File: config.mk
export PLATFORM = sky130hd
export DESIGN_NAME = seq_divider16_flat
export DESIGN_NICKNAME = d
export VERILOG_FILES = /design/src/rtl/seq_divider16_if.sv /design/src/rtl/seq_divider16.sv /design/src/flat_wrapper.sv
export SDC_FILE = /design/constraint.sdc
export NUM_CORES = 1
export LEC_CHECK = 0
export ABC_CLOCK_PERIOD_IN_PS = 3300
export CAP_MARGIN = 15
export CORE_MARGIN = 2
export CORE_UTILIZATION = 42
export DETAILED_ROUTE_END_ITERATION = 8
export PLACE_DENSITY = 0.67
export SYNTH_ARGS = -nofsm -noshare
export SYNTH_HDL_FRONTEND = slang
export SYNTH_SLANG_ARGS = --single-unit
File: constraint.sdc
create_clock -name clk -period 3.3 [get_ports clk]
set_input_delay 0.66 -clock clk [delete_from_list [all_inputs] [get_ports clk]]
set_output_delay 0.66 -clock clk [all_outputs]
set_load 0.05 [all_outputs]
File: src/rtl/seq_divider16_if.sv
// rtl/seq_divider16_if.sv - handshake and result bundle between the ALU controller and the divider
interface seq_divider16_if #(
    parameter int WIDTH = 16
);
    logic             start;
    logic [WIDTH-1:0] dividend;
    logic [WIDTH-1:0] divisor;
    logic             signedMode;
    logic             busy;
    logic             done;
    logic [WIDTH-1:0] quotient;
    logic [WIDTH-1:0] remainder;
    logic             divByZero;
    logic             overflow;

    modport master (
        output start, dividend, divisor, signedMode,
        input  busy, done, quotient, remainder, divByZero, overflow
    );

    modport slave (
        input  start, dividend, divisor, signedMode,
        output busy, done, quotient, remainder, divByZero, overflow
    );
endinterface

File: src/rtl/seq_divider16.sv
// rtl/seq_divider16.sv - sequential restoring divider, one quotient bit per clock (optional SIGNED_DIV_EN)
module seq_divider16 #(
    parameter int WIDTH = 16
) (
    input logic          clk,
    input logic          reset,
    seq_divider16_if.slave bus
);
    localparam int CW = $clog2(WIDTH);

    typedef enum logic [1:0] {IDLE, RUN, DONE} state_t;

    state_t state, next_state;

    logic [WIDTH-1:0] rem_acc, quo_acc, div_reg;
    logic [CW-1:0]    count;
    logic [WIDTH-1:0] quo_out, rem_out;
    logic             dbz_out, ovf_out;

    logic busy_c, done_c, load, load_zero, finish;

    logic [WIDTH-1:0] r_shift, r_next, q_next;
    logic [WIDTH:0]   diff;

    logic [WIDTH-1:0] dvd_load, dsr_load, q_final, r_final;
    logic             ovf_final;

    // State register; reset overrides any start in the same cycle
    always_ff @(posedge clk) begin
        if (reset) begin
            state <= IDLE;
        end else begin
            state <= next_state;
        end
    end

    // Next state and handshake outputs; start is only looked at in IDLE
    always_comb begin
        next_state = state;
        busy_c     = 1'b0;
        done_c     = 1'b0;
        load       = 1'b0;
        load_zero  = 1'b0;
        finish     = 1'b0;
        case (state)
            IDLE: begin
                if (bus.start) begin
                    if (bus.divisor == '0) begin
                        load_zero  = 1'b1;
                        next_state = DONE;
                    end else begin
                        load       = 1'b1;
                        next_state = RUN;
                    end
                end
            end
            RUN: begin
                busy_c = 1'b1;
                if (count == '0) begin
                    finish     = 1'b1;
                    next_state = DONE;
                end
            end
            DONE: begin
                done_c     = 1'b1;
                next_state = IDLE;
            end
            default: next_state = IDLE;
        endcase
    end

    // One restoring step: shift in the next dividend bit, trial-subtract the divisor
    always_comb begin
        r_shift = {rem_acc[WIDTH-2:0], quo_acc[WIDTH-1]};
        diff    = {1'b0, r_shift} - {1'b0, div_reg};
        if (!diff[WIDTH]) begin
            r_next = diff[WIDTH-1:0];
            q_next = {quo_acc[WIDTH-2:0], 1'b1};
        end else begin
            r_next = r_shift;
            q_next = {quo_acc[WIDTH-2:0], 1'b0};
        end
    end

`ifdef SIGNED_DIV_EN
    logic neg_q, neg_r, ovf_pend;
    logic sgn_dvd, sgn_dsr;

    // Divide magnitudes; restore signs on the final step
    always_comb begin
        sgn_dvd   = bus.signedMode & bus.dividend[WIDTH-1];
        sgn_dsr   = bus.signedMode & bus.divisor[WIDTH-1];
        dvd_load  = sgn_dvd ? -bus.dividend : bus.dividend;
        dsr_load  = sgn_dsr ? -bus.divisor : bus.divisor;
        q_final   = neg_q ? -q_next : q_next;
        r_final   = neg_r ? -r_next : r_next;
        ovf_final = ovf_pend;
    end

    // Sign bookkeeping captured with the operands; most-negative / -1 is flagged up front
    always_ff @(posedge clk) begin
        if (reset) begin
            neg_q    <= 1'b0;
            neg_r    <= 1'b0;
            ovf_pend <= 1'b0;
        end else if (load) begin
            neg_q    <= sgn_dvd ^ sgn_dsr;
            neg_r    <= sgn_dvd;
            ovf_pend <= bus.signedMode
                        && (bus.dividend == {1'b1, {(WIDTH-1){1'b0}}})
                        && (bus.divisor == '1);
        end
    end
`else
    logic sign_unused;
    assign sign_unused = bus.signedMode;

    // Unsigned only: operands and results pass straight through
    always_comb begin
        dvd_load  = bus.dividend;
        dsr_load  = bus.divisor;
        q_final   = q_next;
        r_final   = r_next;
        ovf_final = 1'b0;
    end
`endif

    // Operand capture, iteration and result registers
    always_ff @(posedge clk) begin
        if (reset) begin
            rem_acc <= '0;
            quo_acc <= '0;
            div_reg <= '0;
            count   <= '0;
            quo_out <= '0;
            rem_out <= '0;
            dbz_out <= 1'b0;
            ovf_out <= 1'b0;
        end else if (load_zero) begin
            quo_out <= '1;
            rem_out <= bus.dividend;
            dbz_out <= 1'b1;
            ovf_out <= 1'b0;
        end else if (load) begin
            rem_acc <= '0;
            quo_acc <= dvd_load;
            div_reg <= dsr_load;
            count   <= CW'(WIDTH - 1);
        end else if (state == RUN) begin
            rem_acc <= r_next;
            quo_acc <= q_next;
            count   <= count - 1'b1;
            if (finish) begin
                quo_out <= q_final;
                rem_out <= r_final;
                dbz_out <= 1'b0;
                ovf_out <= ovf_final;
            end
        end
    end

    assign bus.busy      = busy_c;
    assign bus.done      = done_c;
    assign bus.quotient  = quo_out;
    assign bus.remainder = rem_out;
    assign bus.divByZero = dbz_out;
    assign bus.overflow  = ovf_out;
endmodule

File: src/flat_wrapper.sv
// flat-port wrapper written by rule: the top's interface ports become plain ports
module seq_divider16_flat 
#(
    parameter int WIDTH = 16
)
  (clk, reset, bus_start, bus_dividend, bus_divisor, bus_signedMode, bus_busy, bus_done, bus_quotient, bus_remainder, bus_divByZero, bus_overflow);
  seq_divider16_if #(.WIDTH(WIDTH)) bus_i ();
  input logic clk;
  input logic reset;
  input wire logic [$bits(bus_i.start)-1:0] bus_start;
  input wire logic [$bits(bus_i.dividend)-1:0] bus_dividend;
  input wire logic [$bits(bus_i.divisor)-1:0] bus_divisor;
  input wire logic [$bits(bus_i.signedMode)-1:0] bus_signedMode;
  output wire logic [$bits(bus_i.busy)-1:0] bus_busy;
  output wire logic [$bits(bus_i.done)-1:0] bus_done;
  output wire logic [$bits(bus_i.quotient)-1:0] bus_quotient;
  output wire logic [$bits(bus_i.remainder)-1:0] bus_remainder;
  output wire logic [$bits(bus_i.divByZero)-1:0] bus_divByZero;
  output wire logic [$bits(bus_i.overflow)-1:0] bus_overflow;
  assign bus_i.start = bus_start;
  assign bus_i.dividend = bus_dividend;
  assign bus_i.divisor = bus_divisor;
  assign bus_i.signedMode = bus_signedMode;
  assign bus_busy = bus_i.busy;
  assign bus_done = bus_i.done;
  assign bus_quotient = bus_i.quotient;
  assign bus_remainder = bus_i.remainder;
  assign bus_divByZero = bus_i.divByZero;
  assign bus_overflow = bus_i.overflow;
  seq_divider16 #(.WIDTH(WIDTH)) u_core (.clk(clk), .reset(reset), .bus(bus_i));
endmodule
-- Yosys cells after proc, flatten, opt, wreduce, memory -nomap -nowiden
Cells that the tools add are included.
- word-level logic and storage cells: 60
- output and inout bits: 36
- flip-flop bits (word level): 86
- bits of input ports: 36
- bitwise logic cells: 1
- muxes and demuxes: 34
- equality and inequality tests: 5
- reductions and logical operators: 10
- $add $sub $neg: 2
- operators by type and width (kind ; number):
    2-to-1 mux 16 bit ; 11
    2-to-1 mux 15 bit ; 2
    subtractor 16 x 16 -> 17 bit ; 1
    logical NOT 16 bit ; 1
    2-to-1 mux 1 bit ; 15
    2-to-1 mux 4 bit ; 2
    2-to-1 mux 2 bit ; 3
    AND reduction 2 bit ; 3
    nonzero test 2 bit ; 3
    logical NOT 4 bit ; 1
    != test 2 bit, second input constant ; 2
    case mux 2 bit (2 select lines) ; 1
    subtractor 4 x 1 -> 4 bit, second input constant ; 1
    AND reduction 3 bit ; 1
    == test 2 x 1 -> 1 bit, second input constant ; 1
    == test 2 bit, second input constant ; 1
    logical NOT 2 bit ; 1
    != test 2 x 1 -> 1 bit, second input constant ; 1
    inverter 1 bit ; 1

-- Logic depth before layout (Yosys ltp)
Gate-level depths: netlist of run 1.
- depth in word-level cells: 7
- gate-level depth with buffers: 12
- mapped depth without buffers: 10

-- Least setup slack after synthesis of run 1
OpenSTA, ideal clock, no wires.
- kind: register to register
- start: register u_core.quo_acc[15]
- end: register u_core.rem_out[1], in the netlist u_core.bus.remainder[1]
- library setup time: 0.103 ns
- cell stages (with the launch flop): 11
- setup slack: 1.000 ns
- arrival time: 2.196 ns
- path buffers: 1
- required time: 3.197 ns
- path through: dfxtp_1 > inv_1 > ha_1 > fa_1 > nand2b_1 > a21oi_1 > o21ai_1 > a21o_1 > buf_6 > mux2_4 > a2111oi_2
- longest elaborated chain between the ends: 6
- RTL lines (what ; RTL line ; text):
    start: declaration ; seq_divider16.sv:15 ; logic [WIDTH-1:0] rem_acc, quo_acc, div_reg;
    start signal: assignment ; seq_divider16.sv:146 ; quo_acc <= dvd_load;
    start signal: assignment ; seq_divider16.sv:151 ; quo_acc <= q_next;
    subtractor 16 x 16 -> 17 bit ; seq_divider16.sv:75 ; diff = {1'b0, r_shift} - {1'b0, div_reg};
    2-to-1 mux 16 bit ; seq_divider16.sv:76 ; if (!diff[WIDTH]) begin
    2-to-1 mux 16 bit ; seq_divider16.sv:153 ; if (finish) begin
    2-to-1 mux 16 bit ; seq_divider16.sv:149 ; end else if (state == RUN) begin
    2-to-1 mux 16 bit ; seq_divider16.sv:144 ; end else if (load) begin
    2-to-1 mux 16 bit ; seq_divider16.sv:139 ; end else if (load_zero) begin
    end signal: assignment ; seq_divider16.sv:141 ; rem_out <= bus.dividend;
    end signal: assignment ; seq_divider16.sv:155 ; rem_out <= r_final;
    end: declaration ; seq_divider16.sv:17 ; logic [WIDTH-1:0] quo_out, rem_out;
Every way passes these cells. The select of a mux whose other input is x is not followed.
A chain may end at the register's enable or synchronous reset.

-- Worst setup path in the final report of run 1
Ends and elaborated chain as after synthesis.

==> flow_summary.toml, run 1 <==
[run_status]
status = "completed"

[logic_synthesis]
yosys.area_share.xor_xnor = 0.03023
async_flop_share = 0
seq_area_frac_synth = 0.3962
synthMuxAreaShare = 0.03225
synth_top_cells_by_count = "nand2_1, dfxtp_1, a21oi_1, o21ai_0"
avgSynthCellArea_um2 = 8.047
synth_compound_area_frac = 0.2468
synthFlopType = "dfxtp_1"
syn-cell-area_um2 = 4345
synth_top_family_by_area = "compound AO/OA/AOI/OAI gates"
syn_inst = 540
synth_edf_count = 0
yosysMostFrequentCell = "nand2_1"
yosysTopAreaCell = "dfxtp_1"
ys_types = 58
synth_fp_nets = 595
ys_warn_count = 0
synth_area_leaders = "dfxtp_1, nand2_1, a21oi_1, ha_1, o21ai_0"
synthAdderAreaFrac = 0.05644
synthSimpleGateAreaFrac = 0.1817
yosys_register_bits = 86
netlist.area_leader.share = 0.3962

[routing]
wl_mm = 10.98
vias = 4048
drc = 0
routed_via_density = 5.419
dr.pass1.iters = 5
ant_nets = 0
wl_per_cell_um = 14.70
drt_iter0_drc = 198

[floorplanning]
die_x_um = 105.7
fp.dieH_um = 105.7
dieArea_um2 = 11180
pin_count = 72
initial_utilization = 0.4267
num_rows = 37
core_um2 = 10180

[global_route]
antenna_found_initial = 0
grt_pass1_wl_mm = 18.35
grt_pass1_vias = 3731
grt_use_total = 0.2015
grt_start_max_net_pins = 36
overflow = 0

[final_layout]
final_net_count = 661
layout-drive-gt1-share = 0.08020
fin_cells = 747
diodes = 0
syn_to_final_growth_pct = 24.19
finalInstanceArea_um2 = 5396

[power_and_ir_drop]
p_leak_nw = 2.113
pwr-share-clk = 0.242
p_sw_w = 0.001115
power.density_nw_per_um2 = 553.6
switching_share = 0.3733
ir_drop_uv = 241.3
p_seq_frac = 0.395
p_comb_frac = 0.364
p_int_w = 0.001872

[cts]
clock_sinks = 86
cts_resized = 0
clockRootBuffer = "clkbuf_8"
cts_hold_buf = 0
cts_max_level = 3
cts_buffers = 9
cts_max_path_buffers = 2
cts_tree = "built"
worstSkewPairLatency_ns = 0.36
cts_setup_buffers = 0
path_clk_slew_ns = 0.09

[timing]
drv_slew = 0
fin_crit_sh = 0.8747
setup_violations = 0
clock_skew_ns = 0.01372
grt_setup_unrepaired = "false"
max_freq_mhz = 346.5
slew_headroom = 0.4707
tightest_slew_ns = 0.7940
hold_viol_final = 0
tns_ns = 0
fin_crit_ns = 2.886

[flow_run]
drv_cap = 0

[setup_path]
end_kind = "register"
cp_max_fo = 19
slowest_delay_ns = 0.46
worstPathCellList = "inv_1 > ha_1 > fa_1 > nand2b_1 > a21oi_1 > o21ai_1 > a21o_1 > mux2_4 > a2111oi_2"
cp.arrival_ns = 3.14
start_kind = "register"
crit_slowest_cell = "a21o_1"
timing_worst_setup_path_type = "reg -> reg"
required_ns = 3.56
path_buf_inv = 1
crit_family = "compound AO/OA/AOI/OAI gates"

[placement]
dpl_cell_area_um2 = 5205
post-dp-hpwl_mm = 8.302
gp_congestion = 0.8349
dpl.cell_count = 731
io_buffers = 69

[hold_path]
min_path_type = "reg -> reg"
[tightest hold or removal path, stage by stage (launching register included)]
cell and delay [ns]:
dfxtp_1 0.32, nand2_1 0.05, a21oi_1 0.05
[metal layers]
| metal | track usage | up-vias | routed length [um] |
|---|---|---|---|
| met3 | 0.03092 | 15 | 393 |
| met4 | 0.05639 | 0 | 170 |
| li1 | - | 2042 | - |
| met2 | 0.3286 | 94 | 5245 |
| met1 | 0.2769 | 1897 | 5170 |
| met5 | 0 | - | 0 |
[stage by stage]
| stage | utilization | worst slack, ns | total power [W] | hold WS, ns |
|---|---|---|---|---|
| after CTS | 0.5299 | 0.4411 | 0.003000 | 0.4621 |
| final | 0.5299 | 0.4136 | 0.002988 | 0.4596 |
| after global placement | 0.5111 | 0.4023 | 0.002269 | 0.4492 |
| after detailed placement | 0.5111 | 0.4098 | 0.002286 | 0.4501 |
| after floorplan | - | 1.000 | 0.002022 | 0.4363 |
| after global routing | 0.5299 | 0.2576 | 0.003178 | 0.4854 |
[area by class of cell]
type	instances	area, um^2
Fill cell	983	4788
Multi-Input combinational cell	397	2382
Sequential cell	86	1722
Timing Repair Buffer	88	840.8
Tap cell	136	170.2
Clock buffer	10	137.6
Inverter	24	90.09
Clock inverter	6	53.80
[layout by cell type (no fill, tap or decap), types with 5 or more instances in the layout]
| cell | synthesis | layout |
|---|---|---|
| a211oi_1 | 9 | 9 |
| a21o_1 | 8 | 8 |
| a21oi_1 | 69 | 69 |
| a22oi_1 | 15 | 15 |
| a31oi_1 | 16 | 16 |
| buf_4 | 1 | 18 |
| clkbuf_8 | 0 | 10 |
| clkdlybuf4s50_1 | 0 | 68 |
| dfxtp_1 | 86 | 86 |
| ha_1 | 18 | 18 |
| inv_1 | 23 | 23 |
| mux2i_1 | 11 | 11 |
| nand2_1 | 103 | 103 |
| nand2b_1 | 6 | 6 |
| nor2_1 | 23 | 23 |
| nor3_1 | 9 | 9 |
| nor4_1 | 5 | 5 |
| o21ai_0 | 25 | 25 |
| xnor2_1 | 10 | 10 |
| xor2_1 | 5 | 5 |
[cell families after synthesis]
| family | Yosys count |
|---|---|
| AOI/OAI and AO/OA | 173 |
| xor gates and xnor gates | 15 |
| adders and majority gates | 19 |
| buffers and inverters | 57 |
| DFF | 86 |
| muxes | 13 |
| other | 1 |
| and+or+nand+nor | 176 |
[path summary, 6_finish.rpt]
check                          start                 endpoint  slack, ns  depth (start not counted)
setup reg to reg  u_core.quo_acc[15]  u_core.bus.remainder[1]       0.41                          9
hold / removal     u_core.div_reg[5]        u_core.div_reg[5]       0.46                          2
hold reg to reg    u_core.div_reg[5]        u_core.div_reg[5]       0.46                          2
setup / recovery  u_core.quo_acc[15]  u_core.bus.remainder[1]       0.41                          9
[power by group through the flow]
stage / Combinational, W / Sequential, W / Clock (W)
floorplan: 0.000760 / 0.00126 / 0
detailed placement: 0.00108 / 0.00120 / 0
global route: 0.00120 / 0.00119 / 0.000784
finish: 0.00109 / 0.00118 / 0.000722
CTS: 0.00109 / 0.00118 / 0.000733
global placement: 0.00107 / 0.00120 / 0
Power figures use the tool's default switching activity.
==> run 2, diff against run 1 <==
- TNS_END_PERCENT: unset -> 100
==> results of run 2 <==
No change in the layout: final DEF, timing and power equal those of run 1.
==> run 3, diff against run 2 <==
- ABC_CLOCK_PERIOD_IN_PS: 3300 -> 3290
- clock period: 3.3 -> 3.29 ns (I/O delays scaled with it)
==> run 3 against run 2 <==
Clock power rose by 7.3%. Die area did not move. Via count rose by 0.89%. Highest routed layer unchanged. Critical endpoint is now u_core.bus.remainder[0]. Combinational power barely moved.
==> flow_summary.toml, run 3 (synthesis results as in run 1) <==
[global_route]
top_usage_layer = "met2"
antenna_found_initial = 0
grt_pass1_vias = 3867
grt_pass1_wl_mm = 18.77
grt_use_total = 0.2065
use_met1 = 0.2775
met3_usage = 0.02907
met2_usage = 0.3410
grt_start_max_net_pins = 36
overflow = 0

[cts]
cts_hold_buf = 0
worstSkewPairLatency_ns = 0.36
cts_max_path_buffers = 2
path_clk_slew_ns = 0.09
cts_resized = 0
cts_buffers = 9
clock_sinks = 86
cts_setup_buffers = 0
clockRootBuffer = "clkbuf_8"
cts_tree = "built"
cts_max_level = 3

[timing]
setup_violations = 0
max_freq_mhz = 349.5
slew_headroom = 0.4574
drv_slew = 0
grt_setup_unrepaired = "false"
tns_ns = 0
clock_skew_ns = 0.01745
fin_crit_sh = 0.8696
tightest_slew_ns = 0.8139
hold_viol_final = 0
fin_crit_ns = 2.861

[floorplanning]
initial_utilization = 0.4267
dieArea_um2 = 11180
pin_count = 72
die_x_um = 105.7
num_rows = 37
fp.dieH_um = 105.7
core_um2 = 10180

[final_layout]
multi_input_area_um2 = 2382
diodes = 0
final_net_count = 661
syn_to_final_growth_pct = 24.45
final_cell_mix = "nand2_1, dfxtp_1, a21oi_1"
layout-drive-gt1-share = 0.08020
final_common_cell = "nand2_1"
finalInstanceArea_um2 = 5408
register_area_um2 = 1722
fill_cells = 1002

[routing]
drc = 0
routed_via_density = 5.467
dr.pass1.iters = 4
wl_mm = 11.04
vias = 4084
drt_iter0_drc = 225
wl_per_cell_um = 14.78
ant_nets = 0

[power_and_ir_drop]
p_leak_nw = 2.122
power.density_nw_per_um2 = 564.5
ir_drop_uv = 274.8

[setup_path]
required_ns = 3.55
end_kind = "register"
cp.arrival_ns = 3.12
timing_worst_setup_path_type = "reg -> reg"
cp_max_fo = 19
start_kind = "register"

[placement]
post-dp-hpwl_mm = 8.242
io_buffers = 69
gp_congestion = 0.8435
dpl_cell_area_um2 = 5205

[flow_run]
drv_cap = 0

[hold_path]
min_path_type = "reg -> reg"

[run_status]
status = "completed"
## run 3: cell type report
class	count	area share
clock buffer	9	0.02291
timing repair buffer	88	0.1555
tap	136	0.03147
clock inverter	7	0.01458
sequential	86	0.3184
multi-input combinational	397	0.4405
inverter	24	0.01666
## run 3: report_power, final
group | internal (W) | total, W | switching [W]
combinational | 0.000447 | 0.00109 | 0.000648
clock | 0.000362 | 0.000775 | 0.000413
sequential | 0.00112 | 0.00118 | 0.0000604
## run 3: final timing paths
path | startpoint | end | cells after the start | slack [ns]
max reg2reg | u_core.quo_acc[15] | u_core.bus.remainder[0] | 9 | 0.43
min | u_core.div_reg[6] | u_core.div_reg[6] | 2 | 0.46
min reg2reg | u_core.div_reg[6] | u_core.div_reg[6] | 2 | 0.46
max | u_core.quo_acc[15] | u_core.bus.remainder[0] | 9 | 0.43
## run 3: through the flow
stage               setup slack [ns]  total power (W)  hold WS (ns)  utilization  cells
global route                  0.2389         0.003242        0.4858       0.5310    747
detailed placement            0.2718         0.002296        0.4475       0.5111    731
global placement              0.2565         0.002275        0.4494       0.5111    731
floorplan                     0.9903         0.002028        0.4363            -    540
CTS                           0.4539         0.003068        0.4596       0.5310    747
finish                        0.4290         0.003053        0.4588       0.5310    747
## run 3: routing by layer
layer | wire length (um) | up-vias | part of all wire
met1 | 5139 | 1935 | 0.47
li1 | - | 2038 | -
met4 | 171 | 0 | 0.015
met3 | 446 | 13 | 0.040
met5 | 0 | - | 0
met2 | 5281 | 98 | 0.48
## run 3: worst max-delay path: stages, from the launching register on
cell	delay, ns
dfxtp_1	0.33
inv_1	0.08
ha_1	0.20
fa_1	0.39
nand2b_1	0.18
a21oi_1	0.24
o21ai_1	0.16
a21o_1	0.47
mux2_4	0.43
a2111oi_2	0.28
